===== src/rtl/seq_det_pkg.sv =====
// seq_det_pkg: types and defaults shared by the bit serializer
// and the downstream serial sequence detector.
package seq_det_pkg;

    localparam int DEF_DATA_W = 8;
    localparam int DEF_DEPTH  = 4;

    // Serializer shifter states.
    typedef enum logic [1:0] {
        IDLE,
        SHIFT,
        PARITY
    } ser_state_t;

    // Sequence detector states (1011 pattern).
    typedef enum logic [2:0] {
        S_NONE,
        S_1,
        S_10,
        S_101,
        S_1011
    } state_t;

    // Pointer width with one extra wrap bit.
    function automatic int ptr_w(input int depth);
        return $clog2(depth) + 1;
    endfunction

endpackage


===== src/rtl/ser_fifo.sv =====
// ser_fifo: synchronous FIFO feeding the serializer shifter.
// Ports: clk, reset_i (sync, active-low), push_i/din_i, pop_i, dout_o, full_o, empty_o.
module ser_fifo
    import seq_det_pkg::*;
#(
    parameter int DATA_W = DEF_DATA_W,
    parameter int DEPTH  = DEF_DEPTH
) (
    input  logic              clk,
    input  logic              reset_i,
    input  logic              push_i,
    input  logic [DATA_W-1:0] din_i,
    input  logic              pop_i,
    output logic [DATA_W-1:0] dout_o,
    output logic              full_o,
    output logic              empty_o
);

    localparam int AW = $clog2(DEPTH);
    localparam int PW = ptr_w(DEPTH);

    logic [DATA_W-1:0] mem_q [DEPTH];
    logic [PW-1:0]     wptr_q;
    logic [PW-1:0]     wptr_d;
    logic [PW-1:0]     rptr_q;
    logic [PW-1:0]     rptr_d;
    logic              do_push;
    logic              do_pop;

    // Same index, different wrap bit: full.
    assign full_o  = (wptr_q[AW] != rptr_q[AW]) &&
                     (wptr_q[AW-1:0] == rptr_q[AW-1:0]);
    assign empty_o = (wptr_q == rptr_q);

    // A full FIFO refuses a push even if a pop happens this cycle.
    assign do_push = push_i && !full_o;
    assign do_pop  = pop_i && !empty_o;

    assign wptr_d = wptr_q + {{(PW-1){1'b0}}, do_push};
    assign rptr_d = rptr_q + {{(PW-1){1'b0}}, do_pop};

    assign dout_o = mem_q[rptr_q[AW-1:0]];

    always_ff @(posedge clk) begin
        if (!reset_i) begin
            wptr_q <= '0;
            rptr_q <= '0;
        end else begin
            wptr_q <= wptr_d;
            rptr_q <= rptr_d;
        end
    end

    always_ff @(posedge clk) begin
        if (do_push) begin
            mem_q[wptr_q[AW-1:0]] <= din_i;
        end
    end

endmodule


===== src/rtl/bit_serializer.sv =====
// bit_serializer: buffers parallel words and emits them one bit per clock.
// Ports: clk, reset_i (sync, active-low), data_i/valid_i/ready_o handshake,
//        bit_o/bit_valid_o serial stream, frame_start_o, busy_o.
// Optional: define BIT_SERIALIZER_PARITY_EN to append an even-parity bit per word.
module bit_serializer
    import seq_det_pkg::*;
#(
    parameter int DATA_W    = DEF_DATA_W,
    parameter int DEPTH     = DEF_DEPTH,
    parameter bit MSB_FIRST = 1'b1
) (
    input  logic              clk,
    input  logic              reset_i,
    input  logic [DATA_W-1:0] data_i,
    input  logic              valid_i,
    output logic              ready_o,
    output logic              bit_o,
    output logic              bit_valid_o,
    output logic              frame_start_o,
    output logic              busy_o
);

    localparam int            CW      = $clog2(DATA_W);
    localparam logic [CW-1:0] CNT_TOP = CW'(DATA_W - 1);

    ser_state_t        state_q;
    logic [DATA_W-1:0] sh_q;
    logic [CW-1:0]     cnt_q;
    logic              bit_q;
    logic              bv_q;
    logic              fs_q;
    logic              busy_q;
`ifdef BIT_SERIALIZER_PARITY_EN
    logic              par_q;
`endif

    logic              fifo_full;
    logic              fifo_empty;
    logic [DATA_W-1:0] fifo_dout;
    logic              load_d;
    logic              head;
    logic [DATA_W-1:0] sh_d;
    logic              last;

    ser_fifo #(
        .DATA_W (DATA_W),
        .DEPTH  (DEPTH)
    ) u_fifo (
        .clk     (clk),
        .reset_i (reset_i),
        .push_i  (valid_i),
        .din_i   (data_i),
        .pop_i   (load_d),
        .dout_o  (fifo_dout),
        .full_o  (fifo_full),
        .empty_o (fifo_empty)
    );

    assign ready_o = !fifo_full;
    assign last    = (cnt_q == '0);

    always_comb begin
        if (MSB_FIRST) begin
            head = sh_q[DATA_W-1];
            sh_d = {sh_q[DATA_W-2:0], 1'b0};
        end else begin
            head = sh_q[0];
            sh_d = {1'b0, sh_q[DATA_W-1:1]};
        end
    end

    // Pop/reload points: idle, end of word (or parity slot).
    always_comb begin
        load_d = 1'b0;
        unique case (state_q)
            IDLE:    load_d = !fifo_empty;
`ifdef BIT_SERIALIZER_PARITY_EN
            SHIFT:   load_d = 1'b0;
            PARITY:  load_d = !fifo_empty;
`else
            SHIFT:   load_d = last && !fifo_empty;
`endif
            default: load_d = 1'b0;
        endcase
    end

    always_ff @(posedge clk) begin
        if (!reset_i) begin
            state_q <= IDLE;
            sh_q    <= '0;
            cnt_q   <= '0;
            bit_q   <= 1'b0;
            bv_q    <= 1'b0;
            fs_q    <= 1'b0;
            busy_q  <= 1'b0;
`ifdef BIT_SERIALIZER_PARITY_EN
            par_q   <= 1'b0;
`endif
        end else begin
            bit_q  <= 1'b0;
            bv_q   <= 1'b0;
            fs_q   <= 1'b0;
            busy_q <= (state_q != IDLE) || !fifo_empty;
            unique case (state_q)
                IDLE: begin
                    state_q <= IDLE;
                end
                SHIFT: begin
                    bit_q <= head;
                    bv_q  <= 1'b1;
                    fs_q  <= (cnt_q == CNT_TOP);
                    sh_q  <= sh_d;
                    cnt_q <= cnt_q - CW'(1);
                    if (last) begin
`ifdef BIT_SERIALIZER_PARITY_EN
                        state_q <= PARITY;
`else
                        state_q <= IDLE;
`endif
                    end
                end
`ifdef BIT_SERIALIZER_PARITY_EN
                PARITY: begin
                    bit_q   <= par_q;
                    bv_q    <= 1'b1;
                    state_q <= IDLE;
                end
`endif
                default: begin
                    state_q <= IDLE;
                end
            endcase
            // Reload overrides the end-of-word exit for zero-gap chaining.
            if (load_d) begin
                sh_q    <= fifo_dout;
                cnt_q   <= CNT_TOP;
                state_q <= SHIFT;
`ifdef BIT_SERIALIZER_PARITY_EN
                par_q   <= ^fifo_dout;
`endif
            end
        end
    end

    assign bit_o         = bit_q;
    assign bit_valid_o   = bv_q;
    assign frame_start_o = fs_q;
    assign busy_o        = busy_q;

endmodule

===== config.mk =====
export PLATFORM = sky130hd
export DESIGN_NAME = bit_serializer
export DESIGN_NICKNAME = d
export VERILOG_FILES = /design/src/rtl/seq_det_pkg.sv /design/src/rtl/ser_fifo.sv /design/src/rtl/bit_serializer.sv
export SDC_FILE = /design/constraint.sdc
export NUM_CORES = 1
export LEC_CHECK = 0
export CAP_MARGIN = 20
export CORE_MARGIN = 3
export CORE_UTILIZATION = 62
export DETAILED_ROUTE_END_ITERATION = 16
export PLACE_DENSITY = 0.86
export SLEW_MARGIN = 30
export SYNTH_ARGS = -nofsm -noshare
export SYNTH_HDL_FRONTEND = slang
export SYNTH_HIERARCHICAL = 1
export SYNTH_SLANG_ARGS = --single-unit

===== constraint.sdc =====
create_clock -name clk -period 4.55 [get_ports clk]
set_input_delay 0.6825 -clock clk [delete_from_list [all_inputs] [get_ports clk]]
set_output_delay 0.6825 -clock clk [all_outputs]
set_load 0.01 [all_outputs]

==> results.py, run 1 <==
metrics = {
    "status": {
        "status": "completed",
    },
    "cts": {
        "path_clk_slew_ns": 0.10,
        "clockBufferDepth": 2,
        "cts_resized": 0,
        "insertion_delay_ns": 0.30,
        "htree_levels": 2,
        "cts_sinks": 54,
        "cts_tree": "yes",
        "root_buffer": "clkbuf_8",
        "cts-buffers-inserted": 5,
        "postCtsSetupRepairBufs": 0,
        "holdBufCountCts": 0,
    },
    "sta": {
        "skew_ns": 0.00476,
        "finalCritPeriodShare_pct": 60.5,
        "max_slew_margin_pct": 40.1,
        "setup_viol": 0,
        "max_slew.worst_pin.slew_ns": 0.895,
        "rsz0062_at_grt": "no",
        "fmax_mhz": 363,
        "tns_ns": 0,
        "hold_viol_final": 0,
        "holdWs_ns": 0.493,
        "finalCriticalPeriod_ns": 2.75,
        "slew_violations": 0,
    },
    "setup_path": {
        "crit_path_max_fanout": 11,
        "cp.arrival_ns": 2.07,
        "regToRegSetupSlack_ns": 2.09,
        "reg2reg_depth": 9,
        "r2r_start": "u_fifo/rptr_q[0]",
        "end_kind": "primary output",
        "cp.required_ns": 3.87,
        "timing.rr.end": "u_fifo/rptr_q[2]",
        "critPathLaunchType": "flop",
        "critPathKind": "flop to primary output",
    },
    "global_route": {
        "antenna_found_initial": 0,
        "grt-ovfl-total": 0,
        "grt_pass1_wl_mm": 6.38,
        "grt_max_degree": 31,
        "grt_pass1_vias": 1361,
        "grt_util_all_layers_pct": 18.5,
    },
    "logic_synthesis": {
        "synth_seq_area_share_pct": 57.4,
        "synth_mux_area_share_pct": 10.7,
        "synth_compound_area_share_pct": 8.51,
        "syn_nets": 197,
        "synth.avg_cell_area_um2": 13.6,
        "ys.flop_type": "edfxtp_1",
        "synth_common_cells": "edfxtp_1, dfxtp_1, nor2_1, nor2b_1",
        "ys_types": 37,
        "synth_seq_cells": 54,
        "synth_area_leader_cell": "edfxtp_1",
        "synth_top_area_share_pct": 39.4,
        "postSynth.asyncResetShare_pct": 0,
        "synthSimpleGateAreaFrac_pct": 12.3,
        "synth_top_family_by_area": "simple AND/OR/NAND/NOR gates",
        "netlist_instances": 179,
        "yosysMostFrequentCell": "edfxtp_1",
        "yosys_warnings": 6,
        "synthAdderAreaFrac_pct": 3.59,
        "syn_area_mm2": 0.00244,
        "synth_edf_count": 32,
        "synth_area_leaders": "edfxtp_1, dfxtp_1, mux4_2",
        "synthXorXnorAreaFrac_pct": 3.49,
    },
    "floorplan": {
        "die_h_um": 68.7,
        "die_area_mm2": 0.00473,
        "rows": 22,
        "start_util_pct": 65.7,
        "die_w_um": 68.7,
        "pin_count": 16,
        "coreArea_mm2": 0.00372,
    },
    "drt": {
        "final_antenna_net_count": 0,
        "routed_via_density": 5.89,
        "vias": 1420,
        "routed_wl_mm": 3.81,
        "drtIter0Drc": 101,
        "drcViolationCount": 0,
        "drt_pass1_iterations": 6,
        "routedWlPerCell_um": 15.8,
    },
    "power_and_ir_drop": {
        "p_sw_share_pct": 34.4,
        "p_leak_uw": 0.00100,
        "p_comb_share_pct": 35.5,
        "p_int_uw": 977,
        "cellPowerDensity_mw_per_mm2": 554,
        "clockPowerShare_pct": 18.5,
        "pwr-share-seq_pct": 46.1,
        "ir_worst_vdd_mv": 0.375,
        "switching_power_uw": 512,
    },
    "placed_design": {
        "routabilityCongestion": 0.751,
        "post_dp_cell_area_mm2": 0.00259,
        "port_buffers": 15,
        "hpwl_mm": 2.66,
    },
    "finish": {
        "syn_to_final_growth_pct": 10.3,
        "drive_above_1_share_pct": 12.4,
        "antenna_cells": 0,
        "n_fill_cell": 244,
        "nNetsFinal": 210,
        "fin_area_mm2": 0.00269,
    },
    "worst_hold_path": {
        "hold_path_startpoint": "sh_q[7]",
        "holdPathStages": 1,
        "hold_end": "bit_o",
        "hold_class": "flop to flop",
    },
    "job": {
        "max_cap_viol_count": 0,
    },
}
==> worst max path at each step <==
stage               slack [ns]  depth (start not counted)              from          endpoint
CTS                       1.76                          4  u_fifo/rptr_q[0]           ready_o
finish                    1.80                          4  u_fifo/rptr_q[0]           ready_o
floorplan                 2.49                         10  u_fifo/rptr_q[1]  u_fifo/rptr_q[2]
global route              1.60                          4  u_fifo/rptr_q[0]           ready_o
detailed placement        2.05                          9  u_fifo/rptr_q[0]  u_fifo/rptr_q[2]
global placement          2.15                          4  u_fifo/rptr_q[0]           ready_o
==> critical path, stage by stage, from the launching register on <==
cell	delay, ns
dfxtp_1	0.79
xor2_2	0.31
nor3_1	0.08
inv_1	0.06
clkdlybuf4s50_1	0.53
==> per-stage QoR <==
step / setup WS (ns) / instances / utilization [%] / total power, uW
after CTS: 1.76 / 241 / 72.3 / 1500
final: 1.80 / 241 / 72.4 / 1490
after global placement: 2.15 / 233 / 69.6 / 1190
after global routing: 1.60 / 241 / 72.4 / 1600
after detailed placement: 2.05 / 233 / 69.6 / 1230
after floorplan: 2.49 / 179 / - / 1150
==> registers in the layout (all words and copies together) (netlist names) <==
name / count
frame_start_o: 1
u_fifo/rptr_q: 3
busy_o: 1
state_q: 1
u_fifo/mem_q: 32
sh_q: 8
bit_valid_o: 1
bit_o: 1
cnt_q: 3
u_fifo/wptr_q: 3
==> cell usage in the layout, fill, tap and decap left out, types with 2 or more instances in the layout <==
cell type,n
a21oi_1,3
and2_1,8
and2b_1,4
clkbuf_8,5
clkdlybuf4s50_1,15
clkinv_4,2
dfxtp_1,22
edfxtp_1,32
ha_1,7
inv_1,6
mux2i_1,8
mux4_2,8
nand2_1,8
nand3b_1,2
nor2_1,15
nor2b_1,9
o2111a_1,7
o211ai_1,2
o311a_1,3
o31a_1,2
or3_1,2
xnor2_1,3
xor2_1,3
xor2_2,2
==> power by group through the flow <==
stage	combinational (uW)	clock, uW	sequential (uW)
global route	589	306	703
detailed placement	528	0	699
CTS	532	281	688
global placement	502	0	693
floorplan	511	0	636
finish	528	275	687
==> final cells by class <==
class                      count  area, um2  share of cell area [%]
clock buffer                   5       68.8                    2.56
clock inverter                 3       28.8                    1.07
inverter                       6       22.5                   0.837
multi-input combinational    109        952                    35.4
sequential                    54       1400                    52.1
tap                           48       60.1                    2.23
timing repair buffer          16        158                    5.86
==> layer usage <==
metal / track usage (%) / share of wire (%) / vias up
li1: - / - / 689
met5: 0 / 0 / -
met1: 24.6 / 44 / 692
met2: 30.6 / 51 / 33
met4: 5.60 / 0.97 / 0
met3: 4.05 / 4.4 / 6
==> kinds of logic after synthesis <==
| logic type | count (synthesis) |
|---|---|
| AOI/OAI and AO/OA | 23 |
| adders and majority gates | 7 |
| xor gates and xnor gates | 8 |
| and+or+nand+nor | 55 |
| buffers and inverters | 16 |
| muxes | 16 |
| DFF | 54 |
Note: power is estimated with default switching activity, not from simulation.
==> run 2: changes to the inputs <==
--- a/config.mk
+++ b/config.mk
@@ -7,9 +7,9 @@
 export LEC_CHECK = 0
 export CAP_MARGIN = 20
 export CORE_MARGIN = 3
-export CORE_UTILIZATION = 62
+export CORE_UTILIZATION = 52
 export DETAILED_ROUTE_END_ITERATION = 16
-export PLACE_DENSITY = 0.86
+export PLACE_DENSITY = 0.77
 export SLEW_MARGIN = 30
 export SYNTH_ARGS = -nofsm -noshare
 export SYNTH_HDL_FRONTEND = slang
==> constraint.sdc (replaced) <==
create_clock -name clk -period 2.51 [get_ports clk]
set_input_delay 0.3765 -clock clk [delete_from_list [all_inputs] [get_ports clk]]
set_output_delay 0.3765 -clock clk [all_outputs]
set_load 0.01 [all_outputs]
==> results.py, run 2 (same netlist as run 1, synthesis figures left out) <==
metrics = {
    "status": {
        "status": "completed",
    },
    "sta": {
        "finalCriticalPeriod_ns": 2.16,
        "setup_viol": 0,
        "rsz0062_at_grt": "no",
        "max_slew_margin_pct": 68.9,
        "skew_ns": 0.0164,
        "hold_viol_final": 0,
        "finalCritPeriodShare_pct": 85.9,
        "max_slew.worst_pin.slew_ns": 0.465,
        "fmax_mhz": 464,
        "tns_ns": 0,
        "slew_violations": 0,
        "holdWs_ns": 0.485,
    },
    "finish": {
        "nNetsFinal": 217,
        "syn_to_final_growth_pct": 12.3,
        "final_cells": 252,
        "antenna_cells": 0,
        "fin_area_mm2": 0.00274,
        "final_common_cell": "edfxtp_1",
        "largest_register_ffs": 32,
        "drive_above_1_share_pct": 15.0,
        "final_cell_mix": "edfxtp_1, dfxtp_1, nor2_1, clkdlybuf4s50_1, nor2b_1",
    },
    "global_route": {
        "grt_util_all_layers_pct": 16.7,
        "grt_pass1_wl_mm": 6.80,
        "antenna_found_initial": 0,
        "grt-ovfl-total": 0,
        "grt_pass1_vias": 1395,
        "grt_max_degree": 30,
    },
    "setup_path": {
        "reg2reg_depth": 9,
        "cp_cell_sequence": "xor2_2 -> nor3_1 -> inv_1 -> clkdlybuf4s50_1",
        "critPathKind": "flop to primary output",
        "cp-endpoint": "ready_o",
        "cp.arrival_ns": 1.78,
        "slowest_delay_ns": 0.52,
        "regToRegSetupSlack_ns": 0.60,
        "timing.rr.end": "u_fifo/rptr_q[2]",
        "critPathLaunchType": "flop",
        "cp.required_ns": 2.13,
        "end_kind": "primary output",
        "setup.worst_path.start": "u_fifo/wptr_q[1]",
        "crit_path_max_fanout": 7,
        "slowest_stage": "clkdlybuf4s50_1",
        "r2r_start": "cnt_q[0]",
    },
    "cts": {
        "htree_levels": 2,
        "clockBufferDepth": 2,
        "holdBufCountCts": 0,
        "cts_resized": 0,
        "path_clk_slew_ns": 0.09,
        "root_buffer": "clkbuf_8",
        "cts-buffers-inserted": 5,
        "postCtsSetupRepairBufs": 0,
        "cts_tree": "yes",
        "cts_sinks": 54,
        "insertion_delay_ns": 0.32,
    },
    "worst_hold_path": {
        "hold_class": "flop to flop",
    },
    "drt": {
        "drtIter0Drc": 86,
        "vias": 1445,
        "routed_wl_mm": 3.99,
        "routedWlPerCell_um": 15.8,
        "drt_pass1_iterations": 4,
        "routed_via_density": 5.73,
        "final_antenna_net_count": 0,
        "drcViolationCount": 0,
    },
    "job": {
        "max_cap_viol_count": 0,
    },
    "power_and_ir_drop": {
        "pwr-share-seq_pct": 42.1,
        "cellPowerDensity_mw_per_mm2": 1000,
        "clockPowerShare_pct": 18.3,
        "p_int_uw": 1800,
        "switching_power_uw": 948,
        "p_sw_share_pct": 34.5,
        "ir_worst_vdd_mv": 0.474,
        "p_leak_uw": 0.00104,
        "p_comb_share_pct": 39.6,
    },
    "floorplan": {
        "start_util_pct": 54.9,
        "die_area_mm2": 0.00555,
        "rows": 24,
        "pin_count": 16,
        "die_w_um": 74.5,
        "die_h_um": 74.5,
        "coreArea_mm2": 0.00444,
    },
    "placed_design": {
        "placed_cells": 244,
        "routabilityCongestion": 0.774,
        "hpwl_mm": 2.89,
        "port_buffers": 15,
        "post_dp_cell_area_mm2": 0.00265,
    },
}
[run 2: changes by cell type in the layout (fill, tap and decap cells not counted), sizes merged]
cell    delta
inv        +1
buf        +7
clkinv     -1
[run 2: through the flow]
| step | worst slack (ns) | power (uW) | utilization (%) |
|---|---|---|---|
| after global placement | 0.709 | 2200 | 59.5 |
| after detailed placement | 0.647 | 2260 | 59.5 |
| after global routing | 0.235 | 2950 | 61.7 |
| after CTS | 0.346 | 2760 | 61.7 |
| final | 0.353 | 2740 | 61.7 |
| after floorplan | 0.453 | 2080 | - |
[run 2: area by class of cell]
class	instances	area (um2)
tap	52	65.1
fill	333	1700
timing repair buffer	23	210
inverter	6	22.5
multi-input combinational	109	946
clock buffer	5	68.8
sequential	54	1400
clock inverter	3	26.3
[run 2: power by group through the flow]
stage / combinational, uW / sequential (uW) / clock [uW]
global placement: 1040 / 1170 / 0
detailed placement: 1090 / 1170 / 0
floorplan: 926 / 1150 / 0
CTS: 1090 / 1150 / 516
finish: 1090 / 1160 / 503
global route: 1200 / 1170 / 573
[run 2: worst min-delay path by stage]
stage	endpoint	startpoint	cells past startpoint	slack, ns
after global placement	bit_o	sh_q[7]	1	0.48
after CTS	bit_o	sh_q[7]	1	0.49
after global routing	bit_o	sh_q[7]	1	0.50
after detailed placement	bit_o	sh_q[7]	1	0.47
after floorplan	bit_o	sh_q[7]	1	0.45
final	bit_o	sh_q[7]	1	0.49
[run 2: worst max-delay path, delay by kind of cell, from the launching register on]
kind                      cells  cell delay (ns)
xor gates and xnor gates      1             0.29
buffers and inverters         2             0.58
DFF                           1             0.51
and+or+nand+nor               1             0.09
[run 2: metal layers]
metal / wire length, um / GRT usage (%) / vias up
met5: 0 / 0 / -
met4: 72 / 5.93 / 0
met3: 168 / 5.14 / 13
met2: 2010 / 27.2 / 38
met1: 1740 / 21.2 / 694
li1: - / - / 700
